<file path="config.mk">
export PLATFORM = sky130hd
export DESIGN_NAME = npu_dma_arbiter
export DESIGN_NICKNAME = d
export VERILOG_FILES = /design/src/rtl/npu_dma_arbiter.sv
export SDC_FILE = /design/constraint.sdc
export NUM_CORES = 1
export LEC_CHECK = 0
export ABC_AREA = 1
export CORE_ASPECT_RATIO = 0.6
export CORE_MARGIN = 1.5
export CORE_UTILIZATION = 42
export CTS_CLUSTER_DIAMETER = 200
export DETAILED_ROUTE_END_ITERATION = 6
export GPL_TIMING_DRIVEN = 0
export PLACE_DENSITY_LB_ADDON = 0.15
export SLEW_MARGIN = 20
export SYNTH_ARGS = -nofsm -noshare
export SYNTH_HDL_FRONTEND = slang
export SYNTH_SLANG_ARGS = --single-unit
</file>
<file path="constraint.sdc">
create_clock -name i_clk -period 2.15 [get_ports i_clk]
set_clock_uncertainty 0.1 [all_clocks]
set_input_delay 0.43 -clock i_clk [delete_from_list [all_inputs] [get_ports i_clk]]
set_output_delay 0.43 -clock i_clk [all_outputs]
set_load 0.02 [all_outputs]
</file>
<file path="src/rtl/npu_dma_arbiter.sv">
// npu_dma_arbiter: shares one NPU DMA engine between scheduler PDMA (0),
// IB prefetcher (1) and host/debug (2); grant, issue, watchdog, done.
//
// Ports:
//   i_clk, i_rst_n      clock, async active-low reset
//   i_req[2:0]          per-requester request
//   i_src/i_dst/i_len   packed descriptors, slice k = requester k
//   i_stop              block new grants
//   i_clr_timeout       clear sticky o_timeout
//   i_dma_finish        engine completion pulse
//   o_gnt/o_done        one-hot one-cycle pulses
//   o_dma_start         one-cycle engine start
//   o_dma_src/dst/len   latched descriptor
//   o_owner             current/last winner
//   o_idle, o_timeout   idle state, sticky watchdog abort
module npu_dma_arbiter #(
  parameter int ADDR_W      = 32,
  parameter int LEN_W       = 16,
  parameter int TIMEOUT_CYC = 4096
) (
  input  logic                i_clk,
  input  logic                i_rst_n,
  input  logic [2:0]          i_req,
  input  logic [3*ADDR_W-1:0] i_src,
  input  logic [3*ADDR_W-1:0] i_dst,
  input  logic [3*LEN_W-1:0]  i_len,
  input  logic                i_stop,
  input  logic                i_clr_timeout,
  input  logic                i_dma_finish,
  output logic [2:0]          o_gnt,
  output logic [2:0]          o_done,
  output logic                o_dma_start,
  output logic [ADDR_W-1:0]   o_dma_src,
  output logic [ADDR_W-1:0]   o_dma_dst,
  output logic [LEN_W-1:0]    o_dma_len,
  output logic [1:0]          o_owner,
  output logic                o_idle,
  output logic                o_timeout
);

  localparam int CW = $clog2(TIMEOUT_CYC) + 1;
  localparam logic [CW-1:0] TO_LAST =
    CW'(TIMEOUT_CYC - 1);
  localparam bit WD_EN = (TIMEOUT_CYC != 0);

  typedef enum logic [1:0] {
    S_IDLE,
    S_ISSUE,
    S_BUSY,
    S_DONE
  } state_t;

  state_t state_q, state_d;

  logic [1:0]        owner_q, owner_d;
  logic [1:0]        rr_q, rr_d;
  logic [CW-1:0]     cnt_q, cnt_d;
  logic              to_q, to_d;
  logic [ADDR_W-1:0] src_q, src_d;
  logic [ADDR_W-1:0] dst_q, dst_d;
  logic [LEN_W-1:0]  len_q, len_d;

  logic [ADDR_W-1:0] src_a [3];
  logic [ADDR_W-1:0] dst_a [3];
  logic [LEN_W-1:0]  len_a [3];

  for (genvar k = 0; k < 3; k++) begin : g_slice
    assign src_a[k] = i_src[k*ADDR_W +: ADDR_W];
    assign dst_a[k] = i_dst[k*ADDR_W +: ADDR_W];
    assign len_a[k] = i_len[k*LEN_W +: LEN_W];
  end

  // Req 0 always wins; rr_q (1 or 2) breaks
  // a tie between req 1 and req 2.
  logic       pick1, pick2;
  logic [1:0] win;

  assign pick1 = !i_req[0] && i_req[1] &&
                 (!i_req[2] || (rr_q == 2'd1));
  assign pick2 = !i_req[0] && i_req[2] &&
                 (!i_req[1] || (rr_q == 2'd2));

  always_comb begin
    win = 2'd0;
    unique case (1'b1)
      i_req[0]: win = 2'd0;
      pick1:    win = 2'd1;
      pick2:    win = 2'd2;
      default:  win = 2'd0;
    endcase
  end

  always_comb begin
    state_d = state_q;
    owner_d = owner_q;
    rr_d    = rr_q;
    cnt_d   = cnt_q;
    src_d   = src_q;
    dst_d   = dst_q;
    len_d   = len_q;
    to_d    = i_clr_timeout ? 1'b0 : to_q;
    unique case (state_q)
      S_IDLE: begin
        if (!i_stop && (|i_req)) begin
          owner_d = win;
          src_d   = src_a[win];
          dst_d   = dst_a[win];
          len_d   = len_a[win];
          state_d = S_ISSUE;
        end
      end
      S_ISSUE: begin
        cnt_d   = '0;
        state_d = i_dma_finish ? S_DONE : S_BUSY;
      end
      S_BUSY: begin
        if (i_dma_finish) begin
          state_d = S_DONE;
        end else if (WD_EN && (cnt_q == TO_LAST)) begin
          // abort wins over a clear in the same cycle
          state_d = S_DONE;
          to_d    = 1'b1;
        end else if (cnt_q != '1) begin
          cnt_d = cnt_q + 1'b1;
        end
      end
      S_DONE: begin
        if (owner_q == 2'd1) begin
          rr_d = 2'd2;
        end else if (owner_q == 2'd2) begin
          rr_d = 2'd1;
        end
        state_d = S_IDLE;
      end
      default: state_d = S_IDLE;
    endcase
  end

  always_ff @(posedge i_clk or negedge i_rst_n) begin
    if (!i_rst_n) begin
      state_q <= S_IDLE;
      owner_q <= 2'd0;
      rr_q    <= 2'd1;
      cnt_q   <= '0;
      to_q    <= 1'b0;
      src_q   <= '0;
      dst_q   <= '0;
      len_q   <= '0;
    end else begin
      state_q <= state_d;
      owner_q <= owner_d;
      rr_q    <= rr_d;
      cnt_q   <= cnt_d;
      to_q    <= to_d;
      src_q   <= src_d;
      dst_q   <= dst_d;
      len_q   <= len_d;
    end
  end

  logic [2:0] owner_oh;

  assign owner_oh    = 3'b001 << owner_q;
  assign o_idle      = (state_q == S_IDLE);
  assign o_dma_start = (state_q == S_ISSUE);
  assign o_gnt       = o_dma_start ? owner_oh : 3'b000;
  assign o_done      = (state_q == S_DONE) ?
                       owner_oh : 3'b000;
  assign o_dma_src   = src_q;
  assign o_dma_dst   = dst_q;
  assign o_dma_len   = len_q;
  assign o_owner     = owner_q;
  assign o_timeout   = to_q;

endmodule

</file>
Yosys cells after proc, flatten, opt, wreduce, memory -nomap -nowiden
Index checks and enable logic that the tools add are counted.
W data, S select, Z words.
Storage, ports and cells
  register bits after elaboration: 100
  bits of input ports: 248
  output and inout port bits: 91
  word-level logic and storage cells: 72
Operators by class
  $add $sub $neg: 1
  $lt $le $gt $ge: 1
  equal/unequal tests: 14
  shift operators: 1
  muxes and demuxes: 27
  bitwise logic cells: 1
  reduce and logical (&&, ||, !) cells: 19
Operator list (number)
  $bmux W32 S2: 2
  $mux W32: 4
  $mux W13: 3
  $bmux W16 S2: 1
  $mux W16: 2
  $pmux W13 S2: 1
  $add A13 B1 Y13 const B: 1
  $eq A13 B12 Y1 const B: 1
  $ne A13 B13 Y1 const B: 1
  $mux W2: 5
  $eq A2 B2 Y1 const B: 4
  $pmux W2 S4: 1
  $eq A2 B1 Y1 const B: 3
  $mux W3: 2
  $ne A2 B2 Y1 const B: 3
  $reduce_and A2 Y1: 3
  $logic_and A1 B1 Y1: 5
  $mux W1: 5
  $logic_not A1 Y1: 4
  $pmux W2 S2: 1
  $reduce_and A4 Y1: 1
  $reduce_bool A2 Y1: 2
  $ge A3 B3 Y1 const B: 1
  $ne A3 B3 Y1 const B: 1
  6 further kinds: 7

Longest topological paths before layout
Gate-level depths: netlist of run 1.
  depth in word-level cells: 8
  mapped depth: 10
  gate-level depth less buffers: 8

Worst setup path after synthesis of run 1
No wires, ideal clock.
  path type: register -> register
  start point: register state_q[0]
  end point: register dst_q[0], in the netlist o_dma_dst[0]
  library setup time: 121 ps
  arrival time: 1495 ps
  data required time: 1929 ps
  path slack: 434 ps
  cell stages (with the launch flop): 8
  buffers on the path: 2
  clock period less this slack: 1716 ps
  cell sequence: dfrtp_1 inv_1 ha_1 nand3_1 buf_2 clkbuf_1 nand2_1 a21boi_1
Between the ends
  cells in the longest elaborated chain, start to end: 2
RTL lines
  from (decl): line 53  | state_t state_q, state_d;
  from (signal assigned): line 150  | state_q <= state_d;
  $logic_not A2 Y1
  named net o_idle: line 37  | output logic o_idle,
  $reduce_and A2 Y1 (no source line)
  to (signal assigned): line 156  | dst_q <= dst_d;
  to (decl): line 60  | logic [ADDR_W-1:0] dst_q, dst_d;
The timed path passes the listed nets, and every way through them passes these cells.
A chain may end at the register's enable or synchronous reset.

Worst setup path in the final report of run 1
  start point: input port i_req[2]
  end point: register len_q[10], in the netlist o_dma_len[10]
Between the ends
  cells in the longest elaborated chain, start to end: 8
  elaborated cells between the ends (all ways): 13
  classes of those cells: 4 x mux; 1 x bitwise; 8 x reduce/logical
RTL lines
  from (decl): line 23  | input logic [2:0] i_req,
  $logic_not A1 Y1: line 79  | (!i_req[2] || (rr_q == 2'd1));
  $logic_or A1 B1 Y1: line 79
  $logic_and A1 B1 Y1: line 78  | assign pick1 = !i_req[0] && i_req[1] &&
  $pmux W2 S2: line 85  | unique case (1'b1)
  $not A2 Y3 (not written as such): line 108  | len_d = len_a[win];
  $bmux W16 S2: line 108
  $mux W16 (not written as such) (2 in a row): line 108
  to (signal assigned): line 157  | len_q <= len_d;
  to (decl): line 61  | logic [LEN_W-1:0] len_q, len_d;
Parallel ways exist; a longest one is shown, timed or not. The select of a mux whose other input is x is not followed.

==> run summary, run 1 <==
Most frequent CP cell - nand2_1
Required @ worst endpoint - 2.29 ns
Type of the most critical hold path - flip-flop to flip-flop
Status - completed
P&R area growth vs syn - 55.8%
Final WL - 25400 um
Finish-stage setup viols - 0
RePlAce Congestion - 0.896
Die ar. - 18200 um2
Total track usage - 0.280
DRT Pass-1 Iters - 5
Synth top area share - 0.340
Synthesis-stage register bit count - 100
Initial antenna violation count - 0
Most frequent cell after synthesis - inv_1
WP data arrival - 2.18 ns
CP bufs+invs - 3
Clock Tree Buf Depth - 2
Leakage - 0.00608 uW
Post-synth top cells - 267 x inv_1, 221 x nand2_1, 174 x nor2_1, 99 x dfrtp_1, 97 x nand3_1
Pwr/cell area - 964 nW/um2
Clock Latency Late Sink - 0.34 ns
H-tree levels - 3
Rows - 37
Mapped Avg Cell Area - 6.51 um2
Synth Flop Type - dfrtp_1
Worst VDD drop - 0.586 mV
CTS buffer count - 9
Max-slew violations - 0
DR vias/cell - 4.71
Maximum achievable frequency - 489 MHz
Diodes inserted - 0
Register area share after synthesis - 0.343
Actual slew at the worst max-slew pin - 0.613 ns
Nets - 1732
Worst path slowest cell - clkdlybuf4s50_1
Ys async rst share - 1.00
Synth Instances - 1120
CTS tree - yes
Chip Width - 173 um
Ys Warns - 0
Crit. End Element - flip-flop
WL per Instance - 14.8 um
Cell taking the most area after synthesis - dfrtp_1
Antenna Nets Post-Route - 0
CP startpoint kind - primary input
Final hold violations - 0
EDFF count, synth - 0
GRT overflow - 0
PnR worst setup slack - 0.106 ns
Mapped cell area - 7290 um2
Hpwl dp - 19300 um
RSZ-0062 raised after global routing - no
CTS Root Cell - clkbuf_16
Pwr Total - 10900 uW
Crit-path max FO - 10
Top cells by area, synth - dfrtp_1 34%, inv_1 14%, nand2_1 11%, nor2_1 9.0%, nand3b_1 8.3%
I/O Buffers - 338
Largest net degree at the start of global routing - 57
Clk slew on worst S/H paths - 0.08 ns
Core Area - 17100 um2
# DRC - 0
Die span in y - 105 um
I/O pin count - 339
CP Cell Sequence - clkdlybuf4s50_1 -> nor2_1 -> nand2_1 -> nand3_1 -> buf_2 -> clkbuf_1 -> nand2_1 -> a21boi_1
Final worst path period need - 2.04 ns
Critical path type - primary input to flip-flop
Synth Net Count - 1376
CP max stage delay - 0.52 ns
Relative slew slack - 0.591
Routed via count - 8076
Layout cells sized above 1 - 0.0527
Global-route wire length before repair - 40200 um
Fin crit share - 0.950
Initial Util - 0.427
Top delay family on crit path - buffers and inverters
Max Cap Viol - 0
Vias in the first global route - 7694
Drt initial violations - 528
Netlist cell types - 26
Clk sinks - 100
Setup WS pre-CTS - -0.571 ns
[sequential cells by signal (all words and copies together), names as in the netlist]
signal     count
state_q        2
o_dma_len     16
o_owner        2
cnt_q         13
o_dma_dst     32
o_dma_src     32
rr_q           2
o_timeout      1
[where the power goes]
group	internal, uW	leakage [uW]	total, uW	switching, uW
clock network	860	0.000136	1610	755
logic	2880	0.00482	6200	3330
registers	2650	0.00113	3130	478
[tightest hold or removal path: stages (launching register included)]
cell and delay [ns]:
dfrtp_1 0.32, inv_1 0.05, nor2_1 0.09
[kinds of logic after synthesis]
kind of cell	after synthesis	synth area share
buffers and inverters	328	0.176
AND/OR/NAND/NOR	585	0.366
flip-flops	100	0.343
adder cells (fa/ha/maj)	8	0.0137
XOR/XNOR	5	0.00601
AO/OA/AOI/OAI	94	0.0954
[what timing repair did]
action                     4_1_cts  5_1_grt
gates resized for setup         11       21
pin swaps                        1        1
setup buffers                    2        3
setup endpoints to repair       89       42
hold buffers                     1        0
gates cloned                     0        0
hold endpoints to repair        43        0
[metal layers]
metal / up-vias / track usage / part of all wire
li1: 4061 / - / -
met1: 3668 / 0.379 / 0.46
met2: 318 / 0.462 / 0.46
met3: 29 / 0.0564 / 0.069
met4: 0 / 0.0646 / 0.016
met5: - / 0 / 0
[final timing paths]
path                                  from             to  slack (ns)  depth (start not counted)
worst max-delay path              i_req[2]  o_dma_len[10]        0.11                          8
worst min-delay path             cnt_q[12]      cnt_q[12]        0.40                          2
worst max register to register  state_q[0]  o_dma_len[10]        0.14                          7
worst min register to register   cnt_q[12]      cnt_q[12]        0.40                          2
max in group asynchronous          i_rst_n   o_dma_src[7]        0.78                          3
min in group asynchronous          i_rst_n  o_dma_dst[10]        0.50                          2
[stage by stage]
step / instance area (um2) / util / hold WS, ns / std cells / setup TNS (ns)
2_1_floorplan: 7290 / - / 0.0344 / 1120 / 0
3_3_place_gp: 11000 / 0.642 / 0.376 / 1692 / -390.40
3_5_place_dp: 11000 / 0.644 / 0.295 / 1693 / -38.10
4_1_cts: 11300 / 0.662 / 0.399 / 1712 / 0
5_1_grt: 11400 / 0.665 / 0.440 / 1715 / 0
6_report: 11400 / 0.665 / 0.400 / 1715 / 0
[layout by cell type, fill, tap and decap left out, types with 3 or more instances in the layout]
cell type	Yosys	layout
clkbuf_2	0	9
nand2_1	221	221
o21ai_1	4	4
a21boi_1	79	79
o21ai_0	5	5
nand3_1	97	97
dlygate4sd2_1	0	4
xor2_1	3	3
ha_1	8	7
nand4_1	4	4
buf_2	33	32
buf_4	0	4
clkdlybuf4s50_1	0	329
clkbuf_1	27	23
nor2_4	1	3
nand3b_1	81	81
inv_1	267	267
clkbuf_16	0	9
nor2_1	174	174
dfrtp_1	99	99
[area by class of cell]
cell class,count,area [um2]
fill,1477,5730
multi-input combinational,692,3530
timing repair buffer,345,3450
sequential,100,2500
inverter,267,1000
tap,234,293
buffer,61,287
clock buffer,12,256
clock inverter,4,32.5
Power figures use the tool's default switching activity.
==> inputs of run 2 (changes only) <==
- CORE_MARGIN: 1.5 -> 5
==> run 2 against run 1 <==
Hold slack gained 0.010 ns. Die area grew 11%. Sequential power hardly changed. Critical path type is now flip-flop to primary output. Cell count is essentially flat. Highest routed layer unchanged.
==> run summary, run 2 (synthesized netlist as in run 1, its figures left out) <==
Drt initial violations - 536
Antenna Nets Post-Route - 0
Global-route wire length before repair - 42600 um
Leakage - 0.00609 uW
Chip Width - 180 um
Routed via count - 8050
H-tree levels - 3
Commonest non-fill, non-tap cell in the layout - clkdlybuf4s50_1
Clock Tree Buf Depth - 2
Clk slew on worst S/H paths - 0.07 ns
WL per Instance - 15.7 um
Finish-stage setup viols - 0
CP bufs+invs - 2
Layout cells sized above 1 - 0.0527
Crit. End Element - primary output
Final WL - 27000 um
Relative slew slack - 0.605
Most frequent cells in the layout - 329 x clkdlybuf4s50_1, 267 x inv_1, 221 x nand2_1, 174 x nor2_1, 99 x dfrtp_1
Hold_sp - cnt_q[1]
Reg2reg path depth - 7
Top delay family on crit path - buffers and inverters
Dpl cells - 1693
CP startpoint kind - flip-flop
Die span in y - 112 um
Worst path slowest cell - dfrtp_1
Diodes inserted - 0
WP data arrival - 1.55 ns
GRT overflow - 0
Core Area - 17100 um2
R2R Setup Slk - 0.16 ns
Setup TNS - 0 ns
CTS tree - yes
Fillers - 1535
I/O pin count - 339
Clk sinks - 100
RePlAce Congestion - 0.905
Vias in the first global route - 7845
Total track usage - 0.262
Pwr/cell area - 970 nW/um2
CP Cell Sequence - ha_1 -> nand2_1 -> inv_1 -> clkdlybuf4s15_1
Non-Filler Instances - 1714
CP max stage delay - 0.43 ns
Required @ worst endpoint - 1.62 ns
CTS buffer count - 9
Crit-path max FO - 5
CTS Root Cell - clkbuf_16
Final hold violations - 0
Max-slew violations - 0
Initial Util - 0.427
Largest net degree at the start of global routing - 63
Nets - 1732
Max Cap Viol - 0
Critical R2R Capture - o_dma_dst[16]
Maximum achievable frequency - 482 MHz
Hpwl dp - 20800 um
DR vias/cell - 4.70
I/O Buffers - 338
Initial antenna violation count - 0
DRT Pass-1 Iters - 7
Hold Path Stages - 2
Status - completed
Worst VDD drop - 0.474 mV
Final core utilization - 0.665
Final worst path period need - 2.08 ns
# DRC - 0
Worst Hold Path EP - cnt_q[1]
RSZ-0062 raised after global routing - no
Actual slew at the worst max-slew pin - 0.592 ns
Die ar. - 20200 um2
Clock Latency Late Sink - 0.34 ns
Rows - 37
Reg-to-reg startpoint - rr_q[0]
Fin crit share - 0.965
P&R area growth vs syn - 55.7%
Type of the most critical hold path - flip-flop to flip-flop
Critical path type - flip-flop to primary output
==> run 2: cell types whose count changed in the layout (fill, tap and decap cells not counted), sizes merged <==
cell / delta
clkbuf: -3
inv: -2
buf: +1
bufinv: +1
clkdlybuf4s15: +1
clkinv: +1
==> run 2: area by class of cell <==
type | instances | area (um2) | share of cell area
Buffer | 61 | 289 | 0.0255
Multi-Input combinational cell | 692 | 3520 | 0.310
Timing Repair Buffer | 345 | 3450 | 0.304
Clock buffer | 11 | 243 | 0.0214
Inverter | 267 | 1000 | 0.0883
Tap cell | 234 | 293 | 0.0258
Clock inverter | 4 | 50.0 | 0.00441
Sequential cell | 100 | 2500 | 0.220
==> run 2: report_power, final <==
part,internal (uW),switching (uW)
Combinational,2880,3360
Sequential,2660,480
Clock,928,718
Total,6460,4550
==> run 2: worst max path at each step <==
stage | slack, ns | end | cells after the start | start
after floorplan | 0.43 | o_dma_dst[0] | 7 | state_q[0]
after global placement | -3.57 | o_dma_len[15] | 1 | i_rst_n
after detailed placement | -0.67 | o_dma_dst[4] | 8 | i_req[1]
after CTS | 0.02 | o_gnt[1] | 5 | state_q[1]
after global routing | 0.001 | o_done[1] | 4 | state_q[0]
final | 0.07 | o_done[1] | 4 | state_q[0]
==> run 2: what timing repair did <==
action / in CTS / in global routing
pin swaps: 2 / 0
gates resized for setup: 11 / 23
hold buffers: 1 / 0
hold endpoints to repair: 38 / 0
buffers inserted: 5 / 0
setup endpoints to repair: 89 / 71
==> run 2: per-layer routing <==
layer / part of all wire / GRT usage / up-vias
li1: - / - / 4052
met3: 0.085 / 0.0670 / 32
met4: 0.017 / 0.0554 / 0
met1: 0.45 / 0.368 / 3633
met2: 0.45 / 0.411 / 333
met5: 0 / 0 / -
==> run 2: per-stage QoR <==
step	hold WS, ns	power, uW	instance area (um2)	setup slack (ns)
3_5_place_dp	0.268	9390	11000	-0.669
2_1_floorplan	0.0344	6470	7290	0.434
6_report	0.410	11000	11400	0.0744
5_1_grt	0.445	11800	11400	0.00143
3_3_place_gp	0.373	9300	11000	-3.57
4_1_cts	0.415	11100	11400	0.0183
==> run 2: tightest hold or removal path, cell delays in order, from the launching register on <==
cell     delay [ns]
dfrtp_1        0.37
nand2_1        0.06
nand2_1        0.05
==> inputs of run 3 (changes only) <==
- CELL_PAD_IN_SITES_DETAIL_PLACEMENT: unset -> 1
- CELL_PAD_IN_SITES_GLOBAL_PLACEMENT: unset -> 1
- CORE_UTILIZATION: 42 -> 28
==> run 3 against run 2 <==
Via count is 0.42% higher. Flip-flop and latch count unchanged. Critical path depth up 4. Sequential power about the same. Die area increased by 46%. Routed wire length is 19% higher. Combinational power increased by 3%. Fmax shrank 2.9%. Total power rose by 2.1%. Critical endpoint is now o_dma_src[30]. First-iteration DRC count down 25%. Sequential share of layout area shrank 0.33 points.
==> run summary, run 3 (synthesized netlist as in run 1, its figures left out) <==
Maximum achievable frequency - 468 MHz
Status - completed
Pwr/cell area - 975 nW/um2
CTS Root Cell - clkbuf_16
Nets - 1732
Global-route wire length before repair - 50200 um
Initial antenna violation count - 3
Type of the most critical hold path - flip-flop to flip-flop
DR vias/cell - 4.41
Non-Filler Instances - 1833
Die ar. - 29500 um2
DP Area - 11100 um2
Antenna Nets Post-Route - 0
P&R area growth vs syn - 58.3%
Initial Util - 0.286
Crit-path max FO - 10
I/O pin count - 339
Clk sinks - 100
WL per Instance - 17.5 um
Finish-stage setup viols - 0
Hpwl dp - 25500 um
CP startpoint kind - primary input
Uppermost layer routed - met5
Final WL - 32100 um
Chip Width - 218 um
Core Area - 25400 um2
RSZ-0062 raised after global routing - yes
Final hold violations - 0
H-tree levels - 3
WP data arrival - 2.33 ns
Actual slew at the worst max-slew pin - 0.551 ns
Most frequent CP cell - nor2_1
Critical path type - primary input to flip-flop
Max-slew violations - 0
# DRC - 0
CP max stage delay - 0.54 ns
I/O Buffers - 338
Largest net degree at the start of global routing - 68
Worst hold slack - 0.404 ns
Rows - 45
Worst path slowest cell - clkdlybuf4s50_1
CTS tree - yes
Commonest non-fill, non-tap cell in the layout - clkdlybuf4s50_1
CTS buffer count - 9
Final worst path period need - 2.14 ns
Clock Tree Buf Depth - 2
Leakage - 0.00610 uW
Fin crit share - 0.994
CP Cell Sequence - clkdlybuf4s50_1 -> nor2_1 -> nand2_1 -> nand3_1 -> clkbuf_4 -> buf_2 -> nor2_1 -> a21boi_1
Final core utilization - 0.453
Vias in the first global route - 8864
Clock Latency Late Sink - 0.38 ns
Clk slew on worst S/H paths - 0.07 ns
Metal2 WL - 13900 um
Most frequent cells in the layout - 329 x clkdlybuf4s50_1, 267 x inv_1, 221 x nand2_1, 174 x nor2_1
RePlAce Congestion - 0.821
Routed via count - 8084
Relative slew slack - 0.632
Dpl cells - 1811
GRT overflow - 0
Max Cap Viol - 0
Setup WS pre-CTS - -0.756 ns
Post-route cell area - 11500 um2
Die span in y - 135 um
DRT Pass-1 Iters - 4
Routed length on met3 - 2380 um
WL met1 - 15400 um
Diodes inserted - 0
Crit. End Element - flip-flop
PnR worst setup slack - 0.0120 ns
Drt initial violations - 403
Layout cells sized above 1 - 0.0587
Worst VDD drop - 0.392 mV
Required @ worst endpoint - 2.34 ns
Total track usage - 0.220
[run 3: path summary, 6_finish.rpt]
| check | start | end | slack (ns) | depth (start not counted) |
|---|---|---|---|---|
| worst min-delay path | cnt_q[12] | cnt_q[12] | 0.40 | 2 |
| min in group asynchronous | i_rst_n | o_dma_dst[10] | 0.41 | 2 |
| worst max register to register | state_q[0] | o_dma_src[30] | 0.10 | 7 |
| worst max-delay path | i_req[0] | o_dma_src[30] | 0.01 | 8 |
| max in group asynchronous | i_rst_n | o_dma_dst[23] | 0.83 | 3 |
| worst min register to register | cnt_q[12] | cnt_q[12] | 0.40 | 2 |
[run 3: worst max-delay path: cells and delay by family]
family | cells | cell delay, ns
compound gates | 1 | 0.19
simple gates | 4 | 0.61
buf+inv | 3 | 1.09
[run 3: where the power goes]
group	leakage, uW	switching, uW	internal [uW]
Clock	0.000136	815	852
Combinational	0.00484	3490	2930
Sequential	0.00112	495	2660
Total	0.00610	4800	6440
[run 3: stage by stage]
step	TNS (ns)	total power, uW
after floorplan	0	6470
after global placement	-456.33	9460
after detailed placement	-55.74	9590
after CTS	0	11400
after global routing	-0.0342	12100
final	0	11200
[run 3: what timing repair did]
| item | 4_1_cts | 5_1_grt |
|---|---|---|
| hold buffers | 1 | 0 |
| pin swaps | 2 | 0 |
| endpoints found under the hold margin | 33 | 0 |
| setup buffers | 4 | 1 |
| gates resized for setup | 27 | 34 |
| gates cloned | 0 | 0 |
| setup endpoints to repair | 89 | 75 |
[run 3: per-layer routing]
metal | vias up | track usage
met5 | - | 0
li1 | 4059 | -
met3 | 28 | 0.0809
met2 | 205 | 0.336
met1 | 3786 | 0.301
met4 | 6 | 0.0383
[run 3: cell type report]
class / count / area, um2
Fill cell: 3270 / 13900
Clock inverter: 3 / 21.3
Timing Repair Buffer: 345 / 3450
Multi-Input combinational cell: 692 / 3540
Buffer: 61 / 323
Inverter: 267 / 1000
Tap cell: 352 / 440
Sequential cell: 100 / 2510
Clock buffer: 13 / 260
